--- src/rtl/apb_i2c_pkg.sv ---
// Shared constants and types for the APB-to-I2C bridge: FIFO geometry and APB register map.
package apb_i2c_pkg;

   localparam int FIFO_DWIDTH   = 32;
   localparam int FIFO_AWIDTH   = 4;
   localparam int FIFO_AF_LEVEL = 12;

   typedef logic [FIFO_AWIDTH:0] fifo_ptr_t;

   localparam logic [7:0] APB_ADDR_TX      = 8'h00;
   localparam logic [7:0] APB_ADDR_RX      = 8'h04;
   localparam logic [7:0] APB_ADDR_CONFIG  = 8'h08;
   localparam logic [7:0] APB_ADDR_TIMEOUT = 8'h0C;

endpackage

--- src/rtl/apb_i2c_fifo_if.sv ---
// FIFO access bundle: the producer/consumer side (master) drives push/pop/flush, the FIFO (slave) returns data and status.
interface apb_i2c_fifo_if
   import apb_i2c_pkg::*;
#(
   parameter int DWIDTH = FIFO_DWIDTH,
   parameter int AWIDTH = FIFO_AWIDTH
) ();

   logic              WR_ENA;
   logic [DWIDTH-1:0] WRITE_DATA;
   logic              RD_ENA;
   logic [DWIDTH-1:0] READ_DATA;
   logic              FLUSH;
   logic              CLR_ERR;
   logic              EMPTY;
   logic              FULL;
   logic              ALMOST_FULL;
   logic [AWIDTH:0]   LEVEL;
   logic              OVERFLOW;
   logic              UNDERFLOW;
   logic              ERROR;

   modport master (
      output WR_ENA, WRITE_DATA, RD_ENA, FLUSH, CLR_ERR,
      input  READ_DATA, EMPTY, FULL, ALMOST_FULL, LEVEL, OVERFLOW, UNDERFLOW, ERROR
   );

   modport slave (
      input  WR_ENA, WRITE_DATA, RD_ENA, FLUSH, CLR_ERR,
      output READ_DATA, EMPTY, FULL, ALMOST_FULL, LEVEL, OVERFLOW, UNDERFLOW, ERROR
   );

endinterface

--- src/rtl/apb_i2c_fifo_ram.sv ---
// Simple dual-port storage: synchronous write, asynchronous read so the FIFO head is visible with zero latency.
module apb_i2c_fifo_ram #(
   parameter int DWIDTH = 32,
   parameter int AWIDTH = 4
) (
   input  logic              clk,
   input  logic              we,
   input  logic [AWIDTH-1:0] waddr,
   input  logic [DWIDTH-1:0] wdata,
   input  logic [AWIDTH-1:0] raddr,
   output logic [DWIDTH-1:0] rdata
);

   logic [DWIDTH-1:0] mem [2**AWIDTH];

   // Contents are deliberately not reset; READ_DATA is masked while the FIFO is empty.
   always_ff @(posedge clk) begin
      if (we) mem[waddr] <= wdata;
   end

   assign rdata = mem[raddr];

endmodule

--- src/rtl/apb_i2c_fifo.sv ---
// FWFT FIFO between APB bridge and I2C core; head word valid combinationally, push visible one edge later.
// A push into a full FIFO without a pop, or a pop from an empty FIFO, is dropped and latches a sticky error.
module apb_i2c_fifo
   import apb_i2c_pkg::*;
#(
   parameter int DWIDTH   = FIFO_DWIDTH,
   parameter int AWIDTH   = FIFO_AWIDTH,
   parameter int AF_LEVEL = FIFO_AF_LEVEL
) (
   input  logic          PCLK,
   input  logic          PRESETn,
   apb_i2c_fifo_if.slave bus
);

   typedef logic [AWIDTH:0] ptr_t;
   localparam ptr_t AF_THRESH = ptr_t'(AF_LEVEL);

   ptr_t              wr_ptr;
   ptr_t              rd_ptr;
   ptr_t              level;
   logic              empty;
   logic              full;
   logic              push;
   logic              pop;
   logic              push_rej;
   logic              pop_rej;
   logic              overflow;
   logic              underflow;
   logic [DWIDTH-1:0] ram_data;

   assign empty = (wr_ptr == rd_ptr);
   assign full  = (wr_ptr[AWIDTH] != rd_ptr[AWIDTH]) &&
                  (wr_ptr[AWIDTH-1:0] == rd_ptr[AWIDTH-1:0]);
   assign level = wr_ptr - rd_ptr;

   // FLUSH masks both the transfers and the error detection for its cycle.
   assign push     = bus.WR_ENA && (!full || bus.RD_ENA) && !bus.FLUSH;
   assign pop      = bus.RD_ENA && !empty && !bus.FLUSH;
   assign push_rej = bus.WR_ENA && full && !bus.RD_ENA && !bus.FLUSH;
   assign pop_rej  = bus.RD_ENA && empty && !bus.FLUSH;

   always_ff @(posedge PCLK or negedge PRESETn) begin
      if (!PRESETn) begin
         wr_ptr    <= '0;
         rd_ptr    <= '0;
         overflow  <= 1'b0;
         underflow <= 1'b0;
      end else begin
         if (bus.FLUSH) begin
            wr_ptr <= '0;
            rd_ptr <= '0;
         end else begin
            if (push) wr_ptr <= wr_ptr + 1'b1;
            if (pop)  rd_ptr <= rd_ptr + 1'b1;
         end
         // A new error in the same cycle as CLR_ERR wins.
         overflow  <= (overflow  && !bus.CLR_ERR) || push_rej;
         underflow <= (underflow && !bus.CLR_ERR) || pop_rej;
      end
   end

   apb_i2c_fifo_ram #(
      .DWIDTH (DWIDTH),
      .AWIDTH (AWIDTH)
   ) u_ram (
      .clk   (PCLK),
      .we    (push),
      .waddr (wr_ptr[AWIDTH-1:0]),
      .wdata (bus.WRITE_DATA),
      .raddr (rd_ptr[AWIDTH-1:0]),
      .rdata (ram_data)
   );

   assign bus.READ_DATA   = empty ? '0 : ram_data;
   assign bus.EMPTY       = empty;
   assign bus.FULL        = full;
   assign bus.ALMOST_FULL = (level >= AF_THRESH);
   assign bus.LEVEL       = level;
   assign bus.OVERFLOW    = overflow;
   assign bus.UNDERFLOW   = underflow;
   assign bus.ERROR       = overflow || underflow;

endmodule

--- src/flat_wrapper.sv ---
// flat-port wrapper written by rule: the top's interface ports become plain ports
module apb_i2c_fifo_flat import apb_i2c_pkg::*;
#(
   parameter int DWIDTH   = FIFO_DWIDTH,
   parameter int AWIDTH   = FIFO_AWIDTH,
   parameter int AF_LEVEL = FIFO_AF_LEVEL
)
  (PCLK, PRESETn, bus_WR_ENA, bus_WRITE_DATA, bus_RD_ENA, bus_FLUSH, bus_CLR_ERR, bus_READ_DATA, bus_EMPTY, bus_FULL, bus_ALMOST_FULL, bus_LEVEL, bus_OVERFLOW, bus_UNDERFLOW, bus_ERROR);
  apb_i2c_fifo_if #(.DWIDTH(DWIDTH), .AWIDTH(AWIDTH)) bus_i ();
  input  logic PCLK;
  input  logic PRESETn;
  input wire logic [$bits(bus_i.WR_ENA)-1:0] bus_WR_ENA;
  input wire logic [$bits(bus_i.WRITE_DATA)-1:0] bus_WRITE_DATA;
  input wire logic [$bits(bus_i.RD_ENA)-1:0] bus_RD_ENA;
  input wire logic [$bits(bus_i.FLUSH)-1:0] bus_FLUSH;
  input wire logic [$bits(bus_i.CLR_ERR)-1:0] bus_CLR_ERR;
  output wire logic [$bits(bus_i.READ_DATA)-1:0] bus_READ_DATA;
  output wire logic [$bits(bus_i.EMPTY)-1:0] bus_EMPTY;
  output wire logic [$bits(bus_i.FULL)-1:0] bus_FULL;
  output wire logic [$bits(bus_i.ALMOST_FULL)-1:0] bus_ALMOST_FULL;
  output wire logic [$bits(bus_i.LEVEL)-1:0] bus_LEVEL;
  output wire logic [$bits(bus_i.OVERFLOW)-1:0] bus_OVERFLOW;
  output wire logic [$bits(bus_i.UNDERFLOW)-1:0] bus_UNDERFLOW;
  output wire logic [$bits(bus_i.ERROR)-1:0] bus_ERROR;
  assign bus_i.WR_ENA = bus_WR_ENA;
  assign bus_i.WRITE_DATA = bus_WRITE_DATA;
  assign bus_i.RD_ENA = bus_RD_ENA;
  assign bus_i.FLUSH = bus_FLUSH;
  assign bus_i.CLR_ERR = bus_CLR_ERR;
  assign bus_READ_DATA = bus_i.READ_DATA;
  assign bus_EMPTY = bus_i.EMPTY;
  assign bus_FULL = bus_i.FULL;
  assign bus_ALMOST_FULL = bus_i.ALMOST_FULL;
  assign bus_LEVEL = bus_i.LEVEL;
  assign bus_OVERFLOW = bus_i.OVERFLOW;
  assign bus_UNDERFLOW = bus_i.UNDERFLOW;
  assign bus_ERROR = bus_i.ERROR;
  apb_i2c_fifo #(.DWIDTH(DWIDTH), .AWIDTH(AWIDTH), .AF_LEVEL(AF_LEVEL)) u_core (.PCLK(PCLK), .PRESETn(PRESETn), .bus(bus_i));
endmodule
--- config.mk ---
export PLATFORM = sky130hd
export DESIGN_NAME = apb_i2c_fifo_flat
export DESIGN_NICKNAME = d
export VERILOG_FILES = /design/src/rtl/apb_i2c_pkg.sv /design/src/rtl/apb_i2c_fifo_if.sv /design/src/rtl/apb_i2c_fifo_ram.sv /design/src/rtl/apb_i2c_fifo.sv /design/src/flat_wrapper.sv
export SDC_FILE = /design/constraint.sdc
export NUM_CORES = 1
export LEC_CHECK = 0
export ABC_AREA = 0
export BUFFER_PORTS_ARGS = -buffer_cell sky130_fd_sc_hd__buf_2
export CORE_ASPECT_RATIO = 1.75
export CORE_MARGIN = 4
export CORE_UTILIZATION = 58
export CTS_BUF_LIST = sky130_fd_sc_hd__clkbuf_4 sky130_fd_sc_hd__clkbuf_8
export DETAILED_ROUTE_END_ITERATION = 7
export PLACE_DENSITY = 0.84
export SETUP_SLACK_MARGIN = 0.2
export SKIP_CTS_REPAIR_TIMING = 1
export SLEW_MARGIN = 20
export SYNTH_ARGS = -nofsm -noshare
export SYNTH_HDL_FRONTEND = slang
export SYNTH_SLANG_ARGS = --single-unit
export TNS_END_PERCENT = 50
--- constraint.sdc ---
create_clock -name PCLK -period 7.1 [get_ports PCLK]
set_input_delay 1.775 -clock PCLK [delete_from_list [all_inputs] [get_ports PCLK]]
set_output_delay 1.775 -clock PCLK [all_outputs]
set_load 0.1 [all_outputs]
# Word level (Yosys, flattened, before mapping)

Memories as Yosys holds them, arrays and structs flattened.
Index checks and enable logic that the tools add are counted.

Input bits: 38
Word-level logic and storage cells: 42
Output and inout bits: 43
Bits in registers: 12
Memories: 1
Memory bits (writable): 512

Eq/ne operators: 3
$add $sub $neg: 3
Reduce and logical (&&, ||, !) cells: 23
Mux-type cells: 7
$lt $le $gt $ge: 1

Memories:

| memory           | words | bits a word | read ports | clocked after Yosys merged registers in | write ports | RTL line               | source |
|---|---|---|---|---|---|---|---|
| u_core.u_ram.mem | 16    | 32          | 1          | 0                                       | 1           | apb_i2c_fifo_ram.sv:14 | `logic [DWIDTH-1:0] mem [2**AWIDTH];` |

Operators with widths:

| kind                                                                  | number |
|---|---|
| 32-bit two-way mux                                                    | 1 |
| 5-bit two-way mux                                                     | 4 |
| 1-bit logical AND                                                     | 12 |
| 5-bit by 1-bit adder with 5-bit output, second input constant         | 2 |
| 5-bit == test                                                         | 1 |
| 5-bit by 4-bit >= comparator with 1-bit output, second input constant | 1 |
| 1-bit logical NOT                                                     | 5 |
| 5-bit subtractor                                                      | 1 |
| 4-bit == test                                                         | 1 |
| 1-bit logical OR                                                      | 4 |
| 2-bit nonzero test                                                    | 2 |
| 1-bit two-way mux                                                     | 2 |
| 1-bit != test                                                         | 1 |

# Depth between registers and ports, before layout

Word-level depth: 8
Mapped depth: 10
Depth with buffers taken out: 8

# Modules after synthesis

Synthesis repeated with hierarchy kept, for this count alone.

Cells, all modules: 925
Area total of the unflattened synthesis: 20,231.9 µm²

Modules (own cells, without submodules):

| module           | area each (µm²) | times used | sequential area each (µm²) | cells an instance |
|---|---|---|---|---|
| apb_i2c_fifo_ram | 19,213.4        | 1          | 15,374.7                   | 806 |
| apb_i2c_fifo     | 1,018.5         | 1          | 300.3                      | 119 |

# Least setup slack after synthesis

Ideal clock, no wire load.

Kind: register to output
From: register u_core.rd_ptr[2]
To: output port bus_READ_DATA[21]
Stages on the path, launching flop included: 11
Path slack: 1.248 ns
Path buffers: 4
Data arrival time: 4.077 ns
Data required time: 5.325 ns
Cell sequence: dfrtp_1 > clkbuf_1 > buf_4 > buf_4 > inv_1 > ha_1 > nand4_2 > nor2_1 > nor2_1 > buf_2 > a221o_1

Longest elaborated chain between the ends: 2
Elaborated cells on any way between the ends: 3
Those cells by class: eq/ne (1); mux (1); memory (1)

RTL lines:

| element                | RTL line           | source |
|---|---|---|
| start, declared        | apb_i2c_fifo.sv:19 | `ptr_t rd_ptr;` |
| start signal, assigned | apb_i2c_fifo.sv:54 | `if (pop) rd_ptr <= rd_ptr + 1'b1;` |
| 5-bit == test          | apb_i2c_fifo.sv:31 | `assign empty = (wr_ptr == rd_ptr);` |
| named net bus_EMPTY    | flat_wrapper.sv:18 | `output wire logic [$bits(bus_i.EMPTY)-1:0] bus_EMPTY;` |
| 32-bit two-way mux     | apb_i2c_fifo.sv:74 | `assign bus.READ_DATA = empty ? '0 : ram_data;` |
| end, declared          | flat_wrapper.sv:17 | `output wire logic [$bits(bus_i.READ_DATA)-1:0] bus_READ_DATA;` |

The timed path passes the listed nets, and every way through them passes these cells.

# Worst setup path after layout

From: register u_core.rd_ptr[1]
To: output port bus_READ_DATA[19]

Longest elaborated chain between the ends: 2
Elaborated cells on any way between the ends: 3
Those cells by class: eq/ne (1); mux (1); memory (1)

RTL lines:

| element                                                    | RTL line |
|---|---|
| memory 16 x 32 bit / 5-bit == test (equally long branches) | - |
| 32-bit two-way mux (*)                                     | apb_i2c_fifo.sv:74 |

Every way passes the cells marked *; elsewhere a longest branch is shown, timed or not.

==> summary.md <==
| Metric | Value |
|---|---|
| Outcome | finished clean |
| EDFF count, synth | 512 |
| Final-report setup violation count | 0 |
| Final net count | 1,135 |
| Post-route antenna net violation count | 0 |
| Register area | 0.0157 mm² |
| Area Growth Syn to Fin | 11.6% |
| Post-synth top area share | 75.4% |
| CTS tree | built |
| Setup CP Type | register to output pin |
| Unrepaired setup endpoints after global routing | false |
| Clock-pin slew on the worst setup and hold paths | 0.07 ns |
| Final hold vios | 0 |
| Largest net degree at the start of global routing | 132 |
| Critical path buffer and inverter count | 3 |
| Slowest stage cell, crit path | dfrtp_4 |
| Cell Pwr Density | 311 mW/mm² |
| Via count | 9,976 |
| Top cells by area, synth | edfxtp_1, mux4_2, nand2_1 |
| Max-cap violations | 0 |
| FMAX | 166 MHz |
| Asr flop ratio synth | 2.29% |
| Max-slew violation count | 0 |
| Synth Warn # | 0 |
| Total grt overflow | 0 |
| DIE HEIGHT | 256 µm |
| Worst EP required | 5.33 ns |
| Final Util | 65.9% |
| Seq/Total Area, Yosys | 76.8% |
| Worst-path cell chain | inv_1, ha_1, nand4_2, nor2_1, nor3_4, buf_4, a221o_1, buf_2 |
| Overall Power | 0.00709 W |
| Count of different cell masters after synthesis | 43 |
| Slew @ Worst Pin | 1.11 ns |
| Share of layout cells above drive strength 1 | 32.1% |
| Crit-path max FO | 49 |
| Die width | 150 µm |
| Initial antenna violation count | 6 |
| Footprint of the multi-input gates | 0.00453 mm² |
| Die Area | 0.0384 mm² |
| First-pass iteration count of the detailed router | 5 |
| Initial Utilization | 59.0% |
| Post-Syn Area | 0.0204 mm² |
| CP delay by family, top | simple AND/OR/NAND/NOR gates |
| CP arrival | 4.25 ns |
| Total GRT Usage | 22.8% |
| Final Critical Period | 6.03 ns |
| Critical path endpoint category | output pin |
| Residual DRC | 0 |
| VDD IR-drop max | 241 µV |
| Post-DP HPWL | 23,400 µm |
| Skew final | 0.0234 ns |
| Hold Slack | 0.527 ns |
| Core Rows | 90 |
| Vias per inst | 6.25 |
| Final setup TNS | 0 ns |
| Most frequent cells in the layout | edfxtp_1, mux4_2, nand2_1, buf_2, clkbuf_8 |
| Clk buf depth | 3 |
| Largest area contributor in the netlist | edfxtp_1 |
| Gate Count Post-Synth | 961 |
| Htree depth | 3 |
| Static Leakage | 7.34 nW |
| IO Port Bufs | 80 |
| Mapped Avg Cell Area | 21.2 µm² |
| Final cycle utilization of the critical path | 84.9% |
| Wire length of the first global-routing pass | 64,200 µm |
| Clock sink total | 524 |
| Placement Cell Area | 0.0214 mm² |
| Syn_nets | 1,009 |
| Number of buffers created by CTS | 70 |
| Vias in the first global route | 10.5k |
| Commonest non-fill, non-tap cell in the layout | edfxtp_1 |
| Gpl congestion | 0.823 |
| Filler cells | 2,124 |
| Ports | 81 |
| #FFs+latches synth | 524 |
| Most used DFF post-synth | edfxtp_1 |
| Crit start category | register |
| Starting DRC count in detailed routing | 1,084 |
| Routed WL | 42,200 µm |
| Clk_lat worst skew | 0.60 ns |
| Tightest Hold Check Type | register to register |
| Avg WL per Cell | 26.5 µm |
| Slew headroom | 26.1% |
| CTS root buf | clkbuf_8 |
| Max incr delay on CP | 0.87 ns |
| Final instance area | 0.0228 mm² |
| Core Box Area | 0.0346 mm² |
-- cell usage after synthesis (all sizes together), types with 2 or more instances --
cell type    n
mux4       128
ha           9
inv          9
dfrtp       12
nor2        23
o21ai        4
xnor2        6
xor2         4
nand2      103
or3          3
and2b        4
a221o       32
buf         34
mux2i        2
edfxtp     512
o211ai       2
nand3        2
clkbuf      15
a21oi        3
nand2b       4
nand4        2
a31oi        2
nor3         5
nor2b       29
-- stage by stage --
step                      worst slack (ns)  std cells
after floorplan                       1.25        961
after global placement                1.84       1474
after detailed placement              1.68       1474
after CTS                             1.00       1588
after global routing                 0.855       1593
final                                 1.07       1595
-- where the power goes --
part,leakage (nW),switching [W],internal [W]
Combinational,1.86,0.00105,0.000437
Clock,0.709,0.000998,0.00116
Sequential,4.77,0.0000236,0.00342
-- final timing paths --
check,slack [ns],cells after the start,end,startpoint
hold reg to reg,0.53,2,u_core.bus.UNDERFLOW$_DFF_PN0_,u_core.bus.UNDERFLOW$_DFF_PN0_
min in group asynchronous,1.04,1,u_core.rd_ptr[1]$_DFFE_PN0P_,PRESETn
setup reg to reg,3.12,7,u_core.u_ram.mem[2][19]$_DFFE_PP_,u_core.rd_ptr[1]$_DFFE_PN0P_
hold / removal,0.53,2,u_core.bus.UNDERFLOW$_DFF_PN0_,u_core.bus.UNDERFLOW$_DFF_PN0_
max in group asynchronous,5.80,1,u_core.rd_ptr[2]$_DFFE_PN0P_,PRESETn
setup / recovery,1.07,8,bus_READ_DATA[19],u_core.rd_ptr[1]$_DFFE_PN0P_
-- cell type report --
type                            count  area share (%)
Tap cell                          460            2.53
Multi-Input combinational cell    379            19.9
Antenna cell                        6          0.0660
Inverter                            9           0.148
Clock buffer                       93            5.07
Clock inverter                     21           0.742
Timing Repair Buffer              103            2.66
Sequential cell                   524            68.9
-- cell families (layout without fill, tap and decap cells) --
| family | Yosys count | after routing | synth area share [%] |
|---|---|---|---|
| buffers and inverters | 58 | 226 | 1.60 |
| AO/OA/AOI/OAI | 51 | 51 | 2.25 |
| XOR/XNOR | 10 | 10 | 0.466 |
| other | 0 | 6 | 0 |
| AND/OR/NAND/NOR | 178 | 178 | 3.96 |
| adder cells (fa/ha/maj) | 10 | 10 | 0.650 |
| flip-flops | 524 | 524 | 76.8 |
| multiplexers | 130 | 130 | 14.2 |
-- state kept, by name, indices dropped and copies added (netlist names) --
register / cells
u_core.bus.OVERFLOW: 1
u_core.rd_ptr: 5
u_core.u_ram.mem: 512
u_core.wr_ptr: 5
u_core.bus.UNDERFLOW: 1
-- worst reg2reg max path: stages, from the launching register on --
cell and delay (ns):
dfrtp_4 0.87, inv_1 0.16, ha_1 0.35, and4_1 0.25, a31oi_1 0.38, nand2_1 0.34
nor3_4 0.72, buf_4 0.52
-- routing by layer --
metal / wire [µm] / GRT usage (%) / vias to the layer above
met5: 0 / 0 / -
met4: 935 / 7.35 / 0
met3: 3050 / 4.36 / 64
met2: 23000 / 39.0 / 504
met1: 15200 / 29.7 / 5210
li1: - / - / 4198
(Power assumes the default switching activity.)
